<file path="config.mk">
export PLATFORM = sky130hd
export DESIGN_NAME = image_hfilter3
export DESIGN_NICKNAME = d
export VERILOG_FILES = /design/src/rtl/image_pipe_pkg.sv /design/src/rtl/image_skid_fifo.sv /design/src/rtl/image_hfilter3.sv
export SDC_FILE = /design/constraint.sdc
export NUM_CORES = 1
export LEC_CHECK = 0
export ABC_CLOCK_PERIOD_IN_PS = 6100
export BUFFER_PORTS_ARGS = -buffer_cell sky130_fd_sc_hd__buf_2
export CAP_MARGIN = 20
export CORE_MARGIN = 5
export CORE_UTILIZATION = 50
export DETAILED_ROUTE_END_ITERATION = 7
export PLACE_DENSITY = 0.72
export SETUP_SLACK_MARGIN = 0.02
export SLEW_MARGIN = 20
export SYNTH_ARGS = -nofsm -noshare
export SYNTH_HDL_FRONTEND = slang
export SYNTH_HIERARCHICAL = 1
export SYNTH_SLANG_ARGS = --single-unit
</file>
<file path="constraint.sdc">
create_clock -name clk -period 6.1 [get_ports clk]
set_input_delay 0.305 -clock clk [delete_from_list [all_inputs] [get_ports clk]]
set_output_delay 0.305 -clock clk [all_outputs]
set_load 0.05 [all_outputs]
</file>
<file path="src/rtl/image_pipe_pkg.sv">
// ============================================================================
//  image_pipe_pkg : shared types and helpers for the image_pipe filter stages
//  Rev 1.0
// ============================================================================
`default_nettype none

package image_pipe_pkg;

    typedef enum logic [2:0] {
        IDLE  = 3'd0,
        FILL  = 3'd1,
        RUN   = 3'd2,
        FLUSH = 3'd3,
        END   = 3'd4
    } hf_state_t;

    localparam int ROUND  = 2;
    localparam int MAX_DW = 64;

    // [1 2 1]/4 with round-half-up; two guard bits keep the sum exact for any DW <= MAX_DW
    function automatic logic [MAX_DW-1:0] f121(
        input logic [MAX_DW-1:0] p0,
        input logic [MAX_DW-1:0] p1,
        input logic [MAX_DW-1:0] p2
    );
        logic [MAX_DW+1:0] sum;
        sum = {2'b00, p0} + {1'b0, p1, 1'b0} + {2'b00, p2} + (MAX_DW+2)'(ROUND);
        return MAX_DW'(sum >> 2);
    endfunction

endpackage

`default_nettype wire

</file>
<file path="src/rtl/image_skid_fifo.sv">
// ============================================================================
//  image_skid_fifo : synchronous show-ahead FIFO with occupancy count
//  Rev 1.0
// ============================================================================
`default_nettype none

module image_skid_fifo #(
    parameter int DW     = 32,
    parameter int FIFO_D = 4
) (
    input  logic                      clk,
    input  logic                      rst_n,
    input  logic                      push_i,
    input  logic [DW-1:0]             wdata_i,
    input  logic                      pop_i,
    output logic [DW-1:0]             rdata_o,
    output logic [$clog2(FIFO_D):0]   count_o,
    output logic                      ovf_o
);

    localparam int AW = $clog2(FIFO_D);
    localparam logic [AW:0] c_full = (AW+1)'(FIFO_D);

    logic [DW-1:0] mem_q [FIFO_D];
    logic [AW-1:0] wr_ptr_q;
    logic [AW-1:0] rd_ptr_q;
    logic [AW:0]   count_q;
    logic          ovf_q;
    logic          w_push_ok;
    logic          w_pop_ok;

    // A write into a full FIFO is dropped and flagged; it never corrupts stored data
    assign w_push_ok = push_i && (count_q != c_full);
    assign w_pop_ok  = pop_i && (count_q != '0);

    always_ff @(posedge clk) begin
        if (w_push_ok) begin
            mem_q[wr_ptr_q] <= wdata_i;
        end
    end

    always_ff @(posedge clk) begin
        if (!rst_n) begin
            wr_ptr_q <= '0;
            rd_ptr_q <= '0;
            count_q  <= '0;
            ovf_q    <= 1'b0;
        end else begin
            if (w_push_ok) begin
                wr_ptr_q <= wr_ptr_q + 1'b1;
            end
            if (w_pop_ok) begin
                rd_ptr_q <= rd_ptr_q + 1'b1;
            end
            case ({w_push_ok, w_pop_ok})
                2'b10:   count_q <= count_q + 1'b1;
                2'b01:   count_q <= count_q - 1'b1;
                default: count_q <= count_q;
            endcase
            if (push_i && !w_push_ok) begin
                ovf_q <= 1'b1;
            end
        end
    end

    assign rdata_o = mem_q[rd_ptr_q];
    assign count_o = count_q;
    assign ovf_o   = ovf_q;

endmodule

`default_nettype wire

</file>
<file path="src/rtl/image_hfilter3.sv">
// ============================================================================
//  image_hfilter3 : horizontal [1 2 1]/4 smoother with replicate edge padding
//  Rev 1.0
// ============================================================================
`default_nettype none

module image_hfilter3
    import image_pipe_pkg::*;
#(
    parameter int DW     = 32,
    parameter int LINE_W = 640,
    parameter int FIFO_D = 4
) (
    input  logic          clk,
    input  logic          rst_n,
    input  logic [DW-1:0] is_data_in,
    input  logic          is_valid_in,
    input  logic          is_end_in,
    output logic          is_busy_out,
    output logic [DW-1:0] im_data_out,
    output logic          im_valid_out,
    output logic          im_end_out,
    input  logic          im_busy_in
);

    localparam int CW = $clog2(LINE_W);
    localparam int NW = $clog2(FIFO_D) + 1;
    localparam logic [CW-1:0] c_col_last = CW'(LINE_W - 1);
    localparam logic [NW-1:0] c_busy_th  = NW'(FIFO_D - 2);

    hf_state_t     state_q, state_d;
    logic [DW-1:0] p0_q, p0_d, p1_q, p1_d;
    logic [CW-1:0] col_q, col_d;
    logic          end_pend_q, end_pend_d;
    logic [DW-1:0] im_data_q, im_data_d;
    logic          im_valid_q, im_valid_d;
    logic          im_end_q, im_end_d;
    logic          busy_q;

    logic [DW-1:0] w_rdata;
    logic [NW-1:0] w_count;
    logic          w_empty;
    logic          w_adv;
    logic          w_pop;
    logic [DW-1:0] w_p2;
    logic [DW-1:0] w_filt;
    logic          ovf_err;

    image_skid_fifo #(
        .DW     (DW),
        .FIFO_D (FIFO_D)
    ) u_fifo (
        .clk     (clk),
        .rst_n   (rst_n),
        .push_i  (is_valid_in),
        .wdata_i (is_data_in),
        .pop_i   (w_pop),
        .rdata_o (w_rdata),
        .count_o (w_count),
        .ovf_o   (ovf_err)
    );

    assign w_empty = (w_count == '0);
    assign w_adv   = !im_busy_in;
    // FLUSH replicates the right-edge pixel instead of reading a new one
    assign w_p2    = (state_q == FLUSH) ? p1_q : w_rdata;
    assign w_filt  = DW'(f121(MAX_DW'(p0_q), MAX_DW'(p1_q), MAX_DW'(w_p2)));

    always_ff @(posedge clk) begin
        if (!rst_n) begin
            state_q <= IDLE;
        end else begin
            state_q <= state_d;
        end
    end

    always_comb begin
        state_d = state_q;
        if (w_adv) begin
            case (state_q)
                IDLE: begin
                    if (!w_empty)        state_d = FILL;
                    else if (end_pend_q) state_d = END;
                end
                FILL, RUN: begin
                    if (!w_empty)        state_d = (col_q == c_col_last) ? FLUSH : RUN;
                    else if (end_pend_q) state_d = FLUSH;
                end
                FLUSH:   state_d = (end_pend_q && w_empty) ? END : IDLE;
                END:     state_d = IDLE;
                default: state_d = IDLE;
            endcase
        end
    end

    always_comb begin
        w_pop      = 1'b0;
        p0_d       = p0_q;
        p1_d       = p1_q;
        col_d      = col_q;
        end_pend_d = end_pend_q;
        im_data_d  = im_data_q;
        im_valid_d = im_valid_q;
        im_end_d   = im_end_q;
        if (w_adv) begin
            im_data_d  = '0;
            im_valid_d = 1'b0;
            im_end_d   = 1'b0;
            case (state_q)
                IDLE: begin
                    if (!w_empty) begin
                        w_pop = 1'b1;
                        p0_d  = w_rdata;
                        p1_d  = w_rdata;
                        col_d = CW'(1);
                    end
                end
                FILL, RUN: begin
                    if (!w_empty) begin
                        w_pop      = 1'b1;
                        im_data_d  = w_filt;
                        im_valid_d = 1'b1;
                        p0_d       = p1_q;
                        p1_d       = w_rdata;
                        if (col_q != c_col_last) begin
                            col_d = col_q + 1'b1;
                        end
                    end
                end
                FLUSH: begin
                    im_data_d  = w_filt;
                    im_valid_d = 1'b1;
                    col_d      = '0;
                end
                END: begin
                    im_end_d   = 1'b1;
                    end_pend_d = 1'b0;
                end
                default: ;
            endcase
        end
        if (is_end_in) begin
            end_pend_d = 1'b1;
        end
    end

    always_ff @(posedge clk) begin
        if (!rst_n) begin
            p0_q       <= '0;
            p1_q       <= '0;
            col_q      <= '0;
            end_pend_q <= 1'b0;
            im_data_q  <= '0;
            im_valid_q <= 1'b0;
            im_end_q   <= 1'b0;
            busy_q     <= 1'b0;
        end else begin
            p0_q       <= p0_d;
            p1_q       <= p1_d;
            col_q      <= col_d;
            end_pend_q <= end_pend_d;
            im_data_q  <= im_data_d;
            im_valid_q <= im_valid_d;
            im_end_q   <= im_end_d;
            busy_q     <= (w_count >= c_busy_th);
        end
    end

    assign is_busy_out  = busy_q;
    assign im_data_out  = im_data_q;
    assign im_valid_out = im_valid_q;
    assign im_end_out   = im_end_q;

endmodule

`default_nettype wire

</file>
==> results of run 1 <==
[worst max path at each step]
stage	start	end	slack (ns)	cells past startpoint
2_1_floorplan	register	im_data_out[31]	2.12	16
3_3_place_gp	register	im_data_out[31]	1.53	14
3_5_place_dp	register	im_data_out[31]	1.49	14
4_1_cts	register	im_data_out[31]	1.45	14
5_1_grt	register	im_data_out[22]	1.17	14
6_report	register	im_data_out[31]	1.50	14
[routing by layer]
metal / global-route usage (%) / share of wire [%] / wire length [um] / vias to the layer above
li1: - / - / - / 3821
met1: 28.6 / 50 / 12300 / 3748
met2: 27.8 / 43 / 10700 / 194
met3: 2.53 / 5.3 / 1320 / 31
met4: 3.86 / 1.7 / 428 / 0
met5: 0 / 0 / 0 / -
[per-stage QoR]
step,utilization (%),power [mW]
floorplan,-,3.74
global placement,53.6,4.22
detailed placement,53.6,4.24
CTS,58.5,5.85
global route,58.5,6.19
finish,58.5,5.81
[state kept, by name, indices dropped and copies added, names as in the netlist, named ones only]
register and flops:
u_fifo/mem_q 128, im_data_out 32, p0_q 32, p1_q 32
col_q 10, state_q 3, u_fifo/count_o 3, u_fifo/rd_ptr_q 2
u_fifo/wr_ptr_q 2, end_pend_q 1, im_end_out 1, im_valid_out 1
is_busy_out 1
[worst register-to-register path: cells and delay by family (launching register included)]
kind	cells	cell delay, ns
DFF	1	0.59
adders and majority gates	2	0.87
AOI/OAI and AO/OA	8	1.71
muxes	2	0.90
buffers and inverters	1	0.36
and+or+nand+nor	1	0.08
[power by group through the flow]
stage          registers, mW  clock network [mW]  logic [mW]
3_5_place_dp            2.16                   0        2.08
2_1_floorplan           2.15                   0        1.59
5_1_grt                 2.15                1.69        2.35
4_1_cts                 2.12                1.61        2.12
6_report                2.12                1.57        2.12
3_3_place_gp            2.15                   0        2.07
[final cells by class]
class	count	share of cell area [%]
multi-input cells	662	39.5
clock buffers	39	5.13
flip-flops and latches	250	45.5
well taps	319	2.89
repair buffers	112	5.34
clock inverters	9	1.07
inverters	22	0.597
[repair_timing]
action	CTS	global route
hold buffers	30	0
hold endpoints to repair	116	0
buffers inserted	0	0
==> impl_metrics.env, run 1 <==
export IMPL_rr_worst_depth=14
export IMPL_syn_to_final_growth_pct=14.4
export IMPL_via_per_inst=5.52
export IMPL_die_h_um=165
export IMPL_max_slew_margin_pct=32.3
export IMPL_syn_area_um2=12100
export IMPL_gp_congestion=0.840
export IMPL_clockBufferDepth=3
export IMPL_cts_resized=0
export IMPL_antenna_cells=0
export IMPL_cts_tree="built"
export IMPL_dr_pass1_iters=5
export IMPL_clk_pin_slew_ns=0.06
export IMPL_cp_end_kind="register"
export IMPL_nNetsFinal=1181
export IMPL_drive_gt1_share_pct=18.5
export IMPL_fp_row_count=56
export IMPL_maxCapViolations=0
export IMPL_die_area_um2=27400
export IMPL_worstSetupPathType="reg -> reg"
export IMPL_power_density_nw_per_um2=421
export IMPL_fin_worst_skew_ns=0.0103
export IMPL_place_area_um2=12700
export IMPL_hold_depth=1
export IMPL_p_comb_share_pct=36.5
export IMPL_start_util_pct=51.2
export IMPL_drcViolationCount=0
export IMPL_antenna_found_initial=0
export IMPL_final_cells=1413
export IMPL_p_int_mw=3.74
export IMPL_drt_iter0_drc=480
export IMPL_vdd_ir_drop_max_mv=0.327
export IMPL_seq_power_share_pct=36.5
export IMPL_finalHoldViolCount=0
export IMPL_place_ws_ns=1.49
export IMPL_post_place_cells=1335
export IMPL_nFillCells=1895
export IMPL_coreArea_um2=23600
export IMPL_antenna_left=0
export IMPL_period_share_pct=75.5
export IMPL_postSynthAreaPerCell_um2=12.2
export IMPL_path_delay_family="compound AO/OA/AOI/OAI gates"
export IMPL_final_cell_mix="nand2_1, edfxtp_1, dfxtp_1, buf_2, a21boi_0"
export IMPL_period_minus_slack_ns=4.60
export IMPL_regToRegEndpoint="im_data_out[31]"
export IMPL_p_switching_mw=2.07
export IMPL_crit_buf_inv=1
export IMPL_max_freq_ghz=0.217
export IMPL_rsz0062_at_grt="false"
export IMPL_arrival_ns=5.03
export IMPL_insertion_delay_ns=0.54
export IMPL_grt_pass1_vias=7478
export IMPL_track_usage_pct=18.4
export IMPL_multi_input_area_um2=5460
export IMPL_die_x_um=165
export IMPL_hold_path_class="in -> reg"
export IMPL_drv_slew=0
export IMPL_numCtsBuffers=26
export IMPL_synth_nets=1095
export IMPL_leakage_nw=5.13
export IMPL_max_slew_worst_pin_slew_ns=1.01
export IMPL_dp_final_hpwl_um=15800
export IMPL_worstPathCellList="buf_4 -> mux4_2 -> mux2_2 -> fa_1 -> ha_1 -> a21o_1 -> a21o_1 -> a21oi_1 -> nor2b_1 -> a41o_1 -> o31a_4 -> o211ai_2 -> a21oi_1 -> o31a_1"
export IMPL_h_tree_depth=1
export IMPL_grt_max_degree=98
export IMPL_final_common_cell="nand2_1"
export IMPL_max_stage_delay_ns=0.59
export IMPL_setup_viol=0
export IMPL_wl_per_cell_um=17.5
export IMPL_worst_slack_ns=1.50
export IMPL_holdPathEnd="u_fifo/mem_q[2][13]"
export IMPL_critPathMaxFanout=13
export IMPL_swShare_pct=35.6
export IMPL_synthCells=988
export IMPL_port_buffers=71
export IMPL_cts_sinks=250
export IMPL_hold_start="is_data_in[13]"
export IMPL_grt_overflow=0
export IMPL_ctsRootBufferMaster="clkbuf_16"
export IMPL_stdcell_area_um2=13800
export IMPL_ff_latch_area_um2=6290
export IMPL_tns_ns=0
export IMPL_cp_data_required_time_ns=6.53
export IMPL_p_clk_share_pct=27.0
export IMPL_io_pins=72
export IMPL_holdWs_ns=0.0210
export IMPL_outcome="finished, final reports clean"
export IMPL_crit_path_top_delay_cell="dfxtp_2"
export IMPL_ys_warnings_count=6
export IMPL_vias=7794
export IMPL_totalWireLength_um=24700
export IMPL_grt_first_pass_wirelength_um=40400
export IMPL_reg2reg_setup_slack_ns=1.50
export IMPL_crit_path_start_kind="register"
No activity file was read; power rests on OpenSTA's default activity.
==> run 2: changes to the inputs <==
--- a/config.mk
+++ b/config.mk
@@ -5,13 +5,13 @@
 export SDC_FILE = /design/constraint.sdc
 export NUM_CORES = 1
 export LEC_CHECK = 0
-export ABC_CLOCK_PERIOD_IN_PS = 6100
+export ABC_CLOCK_PERIOD_IN_PS = 3900
 export BUFFER_PORTS_ARGS = -buffer_cell sky130_fd_sc_hd__buf_2
 export CAP_MARGIN = 20
 export CORE_MARGIN = 5
 export CORE_UTILIZATION = 50
 export DETAILED_ROUTE_END_ITERATION = 7
-export PLACE_DENSITY = 0.72
+export PLACE_DENSITY = 0.74
 export SETUP_SLACK_MARGIN = 0.02
 export SLEW_MARGIN = 20
 export SYNTH_ARGS = -nofsm -noshare
==> constraint.sdc (replaced) <==
create_clock -name clk -period 3.9 [get_ports clk]
set_input_delay 0.195 -clock clk [delete_from_list [all_inputs] [get_ports clk]]
set_output_delay 0.195 -clock clk [all_outputs]
set_load 0.05 [all_outputs]
==> run 2 against run 1 <==
  * Final cell count grew 7.1%
  * Combinational power increased by 110%
  * The run now ends with setup timing left
  * Via count rose by 5.9%
  * Non-clock buffer count rose by 100
  * Highest routed layer unchanged
  * Worst hold slack better by 0.012 ns
  * Sequential cell count stayed put
  * Critical endpoint unchanged
  * Worst setup slack lost 1.6 ns
  * Final area grew 8.1%
  * Critical path depth is 1 higher
  * Routed wire length grew 6.3%
  * Sequential share of layout area down 3.4 points
  * Clock power grew 53%
==> impl_metrics.env, run 2 (synthesis gave the netlist of run 1 again) <==
export IMPL_grt_pass1_vias=8146
export IMPL_power_density_nw_per_um2=682
export IMPL_nFillCells=1794
export IMPL_max_stage_delay_ns=0.58
export IMPL_via_per_inst=5.45
export IMPL_fin_worst_skew_ns=0.0131
export IMPL_vias=8251
export IMPL_grt_overflow=0
export IMPL_die_x_um=165
export IMPL_holdWs_ns=0.0332
export IMPL_crit_path_top_delay_cell="fa_1"
export IMPL_insertion_delay_ns=0.53
export IMPL_cp_end_kind="register"
export IMPL_hold_path_class="in -> reg"
export IMPL_max_slew_margin_pct=30.4
export IMPL_drcViolationCount=0
export IMPL_totalWireLength_um=26300
export IMPL_track_usage_pct=19.1
export IMPL_worst_slack_ns=-0.121
export IMPL_crit_path_start_kind="register"
export IMPL_largest_reg_flops=128
export IMPL_grt_first_pass_wirelength_um=41900
export IMPL_drt_iter0_drc=558
export IMPL_leakage_nw=5.67
export IMPL_coreArea_um2=23600
export IMPL_rsz0062_at_grt="true"
export IMPL_holdPathEnd="p1_q[31]"
export IMPL_ctsRootBufferMaster="clkbuf_16"
export IMPL_clk_pin_slew_ns=0.06
export IMPL_antenna_left=0
export IMPL_worstPathCellList="buf_12 -> buf_12 -> mux4_2 -> mux2_4 -> fa_1 -> ha_4 -> a21o_1 -> a21o_1 -> a21oi_2 -> nor2b_1 -> a41o_1 -> o31a_4 -> o211ai_4 -> a21oi_2 -> o31a_1"
export IMPL_dp_final_hpwl_um=17100
export IMPL_final_cell_mix="nand2_1, edfxtp_1, dfxtp_1, buf_4, buf_2"
export IMPL_syn_to_final_growth_pct=23.7
export IMPL_start_util_pct=51.2
export IMPL_path_delay_family="compound AO/OA/AOI/OAI gates"
export IMPL_drv_slew=0
export IMPL_outcome="finished with violations"
export IMPL_setup_viol=7
export IMPL_violations="setup timing"
export IMPL_rr_worst_depth=15
export IMPL_cts_sinks=250
export IMPL_cts_tree="built"
export IMPL_h_tree_depth=1
export IMPL_tns_ns=-0.390
export IMPL_worstSetupPathType="reg -> reg"
export IMPL_hold_depth=2
export IMPL_io_pins=72
export IMPL_max_freq_ghz=0.249
export IMPL_period_share_pct=103
export IMPL_arrival_ns=4.43
export IMPL_die_h_um=165
export IMPL_fp_row_count=56
export IMPL_hold_start="rst_n"
export IMPL_finalHoldViolCount=0
export IMPL_vdd_ir_drop_max_mv=0.275
export IMPL_critPathMaxFanout=7
export IMPL_port_buffers=71
export IMPL_final_cells=1513
export IMPL_die_area_um2=27400
export IMPL_grt_max_degree=87
export IMPL_top_register="u_fifo/mem_q"
export IMPL_gp_congestion=0.910
export IMPL_post_place_cells=1414
export IMPL_final_common_cell="nand2_1"
export IMPL_regToRegEndpoint="im_data_out[31]"
export IMPL_postLayoutCoreUtil_pct=63.3
export IMPL_maxCapViolations=0
export IMPL_clockBufferDepth=3
export IMPL_antenna_found_initial=0
export IMPL_crit_buf_inv=2
export IMPL_max_slew_worst_pin_slew_ns=1.04
export IMPL_power_total_mw=10.2
export IMPL_dr_pass1_iters=5
export IMPL_period_minus_slack_ns=4.02
export IMPL_drive_gt1_share_pct=28.7
export IMPL_wl_per_cell_um=17.4
export IMPL_reg2reg_setup_slack_ns=-0.12
export IMPL_cp_data_required_time_ns=4.31
export IMPL_nNetsFinal=1281
export IMPL_antenna_cells=0
export IMPL_numCtsBuffers=26
[run 2: cell types whose count changed in the layout (fill, tap and decap cells not counted), moves of 5 or more]
| cell | change |
|---|---|
| a21oi_1 | -10 |
| a21oi_2 | +10 |
| buf_4 | +91 |
| clkbuf_1 | -5 |
| ha_1 | -11 |
| ha_4 | +10 |
| o21ai_0 | -9 |
| o21ai_1 | +6 |
[run 2: how the worst max path moves through the flow]
stage                                 end  slack [ns]  cells past startpoint     start
after global routing      im_data_out[31]       -0.25                     15  register
after floorplan           im_data_out[31]       0.004                     16  register
after detailed placement  im_data_out[30]       -0.16                     14  register
after global placement    im_data_out[30]       -0.09                     15  register
after CTS                 im_data_out[30]       -0.07                     15  register
final                     im_data_out[31]       -0.12                     15  register
[run 2: layout make-up]
class | count | area, um^2 | share of cell area, %
clock buffers | 35 | 716 | 4.79
clock inverters | 13 | 116 | 0.779
inverters | 22 | 82.6 | 0.553
multi-input cells | 662 | 5800 | 38.8
flip-flops and latches | 250 | 6290 | 42.1
well taps | 319 | 399 | 2.67
repair buffers | 212 | 1550 | 10.3
[run 2: metal layers]
layer  vias to the layer above  GRT usage (%)  wire [um]
met2                       169           30.1      12000
met1                      4035           28.0      12500
li1                       4015              -          -
met5                         -              0          0
met3                        32           2.56       1270
met4                         0           4.95        463
[run 2: power breakdown]
group	switching [mW]	internal [mW]	total [mW]
Combinational	2.38	2.11	4.49
Sequential	0.226	3.07	3.29
Clock	0.985	1.42	2.40
Total	3.59	6.60	10.2
[run 2: metrics by stage]
step                      worst slack (ns)  area (um^2)
after floorplan                    0.00399        12100
after global routing                -0.245        14900
final                               -0.121        14900
after global placement             -0.0895        13300
after CTS                          -0.0697        14600
after detailed placement            -0.161        13300
[run 2: timing repair]
action | CTS | global route
endpoints found under the hold margin | 129 | 0
hold buffers | 33 | 0
endpoints found under the setup margin | 19 | 21
pin swaps | 5 | 28
gates cloned | 0 | 0
resized for setup | 10 | 54
setup buffers | 5 | 14
==> run 3: changes to the inputs <==
--- a/config.mk
+++ b/config.mk
@@ -10,11 +10,11 @@
 export CAP_MARGIN = 20
 export CORE_MARGIN = 5
 export CORE_UTILIZATION = 50
+export CTS_CLUSTER_SIZE = 8
 export DETAILED_ROUTE_END_ITERATION = 7
 export PLACE_DENSITY = 0.74
 export SETUP_SLACK_MARGIN = 0.02
 export SLEW_MARGIN = 20
 export SYNTH_ARGS = -nofsm -noshare
 export SYNTH_HDL_FRONTEND = slang
-export SYNTH_HIERARCHICAL = 1
 export SYNTH_SLANG_ARGS = --single-unit
==> run 3 against run 2 <==
  * The flow still finishes with violations (setup timing)
  * Fmax is 1.7% lower
  * Worst setup slack worse by 0.068 ns
  * Largest cell class unchanged
  * Routed wire length is 0.26% lower
  * Final area is 1.4% higher
  * Largest power group unchanged
  * Via count is 2.1% lower
  * Synthesized cell count is 3.6% lower
  * Sequential power is 6.1% higher
  * Core utilization is 1.3 points higher
==> impl_metrics.env, run 3 <==
export IMPL_antenna_cells=0
export IMPL_start_util_pct=50.8
export IMPL_track_usage_pct=19.8
export IMPL_setup_viol=10
export IMPL_yosysMostFrequentCell="nand2_1"
export IMPL_die_h_um=164
export IMPL_io_pins=72
export IMPL_syn_to_final_growth_pct=27.1
export IMPL_numCtsBuffers=37
export IMPL_gp_congestion=0.826
export IMPL_top_register="u_fifo.mem_q"
export IMPL_drive_gt1_share_pct=29.1
export IMPL_syn_area_um2=11900
export IMPL_cts_sinks=250
export IMPL_port_buffers=71
export IMPL_max_slew_worst_pin_slew_ns=0.882
export IMPL_clockBufferDepth=3
export IMPL_dr_pass1_iters=5
export IMPL_synth_top_area_share_pct=32.2
export IMPL_finalHoldViolCount=0
export IMPL_power_total_mw=12.8
export IMPL_synth_edf_count=128
export IMPL_power_density_nw_per_um2=844
export IMPL_cp_end_kind="register"
export IMPL_via_per_inst=5.39
export IMPL_place_area_um2=13300
export IMPL_totalWireLength_um=26200
export IMPL_antenna_left=0
export IMPL_critPathMaxFanout=8
export IMPL_worst_slack_ns=-0.189
export IMPL_ys_types=60
export IMPL_final_common_cell="nand2_1"
export IMPL_rsz0062_at_grt="true"
export IMPL_drcViolationCount=0
export IMPL_fp_row_count=56
export IMPL_worstSetupPathType="reg -> reg"
export IMPL_synthCells=952
export IMPL_die_area_um2=27000
export IMPL_synth_commonest_cells="nand2_1, edfxtp_1, dfxtp_1, clkbuf_1, ha_1"
export IMPL_insertion_delay_ns=0.51
export IMPL_worstPathCellList="buf_8 -> mux4_2 -> mux2_2 -> fa_1 -> ha_1 -> a211o_1 -> nand2b_4 -> o211a_1 -> a21o_1 -> o21a_1 -> o21a_1 -> or3_1 -> a32o_1"
export IMPL_multi_input_area_um2=5720
export IMPL_ys_warnings_count=0
export IMPL_leakage_nw=6.24
export IMPL_postSynthAreaPerCell_um2=12.5
export IMPL_vias=8077
export IMPL_synth_area_leaders="edfxtp_1, dfxtp_1, mux4_2"
export IMPL_die_x_um=164
export IMPL_period_minus_slack_ns=4.09
export IMPL_tns_ns=-0.933
export IMPL_grt_pass1_vias=8292
export IMPL_grt_first_pass_wirelength_um=42900
export IMPL_synth_seq_cells=250
export IMPL_coreArea_um2=23500
export IMPL_nNetsFinal=1269
export IMPL_outcome="finished with violations"
export IMPL_ff_latch_area_um2=6290
export IMPL_crit_path_start_kind="register"
export IMPL_max_freq_ghz=0.245
export IMPL_max_slew_margin_pct=41.2
export IMPL_drt_iter0_drc=429
export IMPL_crit_top_cell="o21a_1"
export IMPL_period_share_pct=105
export IMPL_vdd_ir_drop_max_mv=0.377
export IMPL_ys_async_sr_fraction_pct=0
export IMPL_h_tree_depth=2
export IMPL_cts_tree="built"
export IMPL_hold_path_class="in -> reg"
export IMPL_synth_nets=1060
export IMPL_ctsRootBufferMaster="clkbuf_16"
export IMPL_dp_final_hpwl_um=17000
export IMPL_final_cell_mix="nand2_1, edfxtp_1, dfxtp_1, buf_4, buf_2"
export IMPL_nFillCells=1743
export IMPL_cp_data_required_time_ns=4.30
export IMPL_grt_max_degree=74
export IMPL_stdcell_area_um2=15200
export IMPL_synth_ff_type="edfxtp_1"
export IMPL_reg2reg_setup_slack_ns=-0.19
export IMPL_yosysTopAreaCell="edfxtp_1"
export IMPL_clk_pin_slew_ns=0.05
export IMPL_max_stage_delay_ns=0.56
export IMPL_maxCapViolations=0
export IMPL_violations="setup timing"
export IMPL_arrival_ns=4.49
export IMPL_largest_reg_flops=128
export IMPL_yosysSeqAreaShare_pct=52.7
export IMPL_crit_path_top_delay_cell="mux4_2"
export IMPL_antenna_found_initial=0
export IMPL_drv_slew=0
export IMPL_fin_worst_skew_ns=0.0131
export IMPL_wl_per_cell_um=17.5
export IMPL_grt_overflow=0
-- run 3: cells by family after synthesis --
group                    after synthesis  synth area share, %
buffers and inverters                 69                 2.26
XOR/XNOR                              38                 2.79
multiplexers                          98                 11.9
flip-flops                           250                 52.7
AND/OR/NAND/NOR                      238                 9.13
adder cells (fa/ha/maj)               72                 9.49
AO/OA/AOI/OAI                        187                 11.7
-- run 3: final timing paths --
| check | cells past startpoint | end | startpoint |
|---|---|---|---|
| setup reg to reg | 13 | im_data_out[22] | register |
| hold reg to reg | 2 | im_data_out[11] | im_data_out[11] |
| hold / removal | 3 | im_end_out | im_busy_in |
| setup / recovery | 13 | im_data_out[22] | register |
-- run 3: where the power goes --
part           internal [mW]  switching, mW  total, mW
registers               3.20          0.293       3.49
logic                   3.16           3.28       6.44
clock network           1.75           1.11       2.86
total                   8.11           4.69       12.8
-- run 3: area by class of cell --
class	count	area share, %
Timing Repair Buffer	218	10.7
Tap cell	319	2.63
Multi-Input combinational cell	633	37.8
Inverter	21	0.520
Clock inverter	3	0.363
Clock buffer	54	6.53
Sequential cell	250	41.5
-- run 3: worst max-delay path, delay by kind of cell, from the launching register on --
kind,cells,cell delay (ns)
adders and majority gates,2,0.78
muxes,2,0.86
AOI/OAI and AO/OA,6,1.34
DFF,1,0.39
and+or+nand+nor,2,0.46
buffers and inverters,1,0.16
-- run 3: stage by stage --
step / cells / hold slack, ns / setup slack (ns) / util [%]
global route: 1498 / 0.140 / -0.348 / 64.6
finish: 1498 / 0.131 / -0.189 / 64.6
detailed placement: 1387 / 0.414 / -0.318 / 56.8
CTS: 1494 / 0.102 / -0.201 / 64.2
floorplan: 952 / 0.294 / -0.195 / -
global placement: 1387 / 0.408 / -0.196 / 56.8
-- run 3: metal layers --
metal	GRT usage, %	vias up	share of wire [%]
li1	-	3912	-
met1	27.0	3935	45
met2	32.6	188	47
met3	4.02	42	5.3
met4	5.33	0	2.0
met5	0	-	0
-- run 3: timing repair --
| action | 4_1_cts | 5_1_grt |
|---|---|---|
| pin swaps | 37 | 25 |
| setup buffers | 16 | 5 |
| hold buffers | 33 | 0 |
| cloned | 1 | 0 |
| endpoints found under the hold margin | 129 | 0 |
| resized for setup | 48 | 14 |
| endpoints found under the setup margin | 22 | 24 |
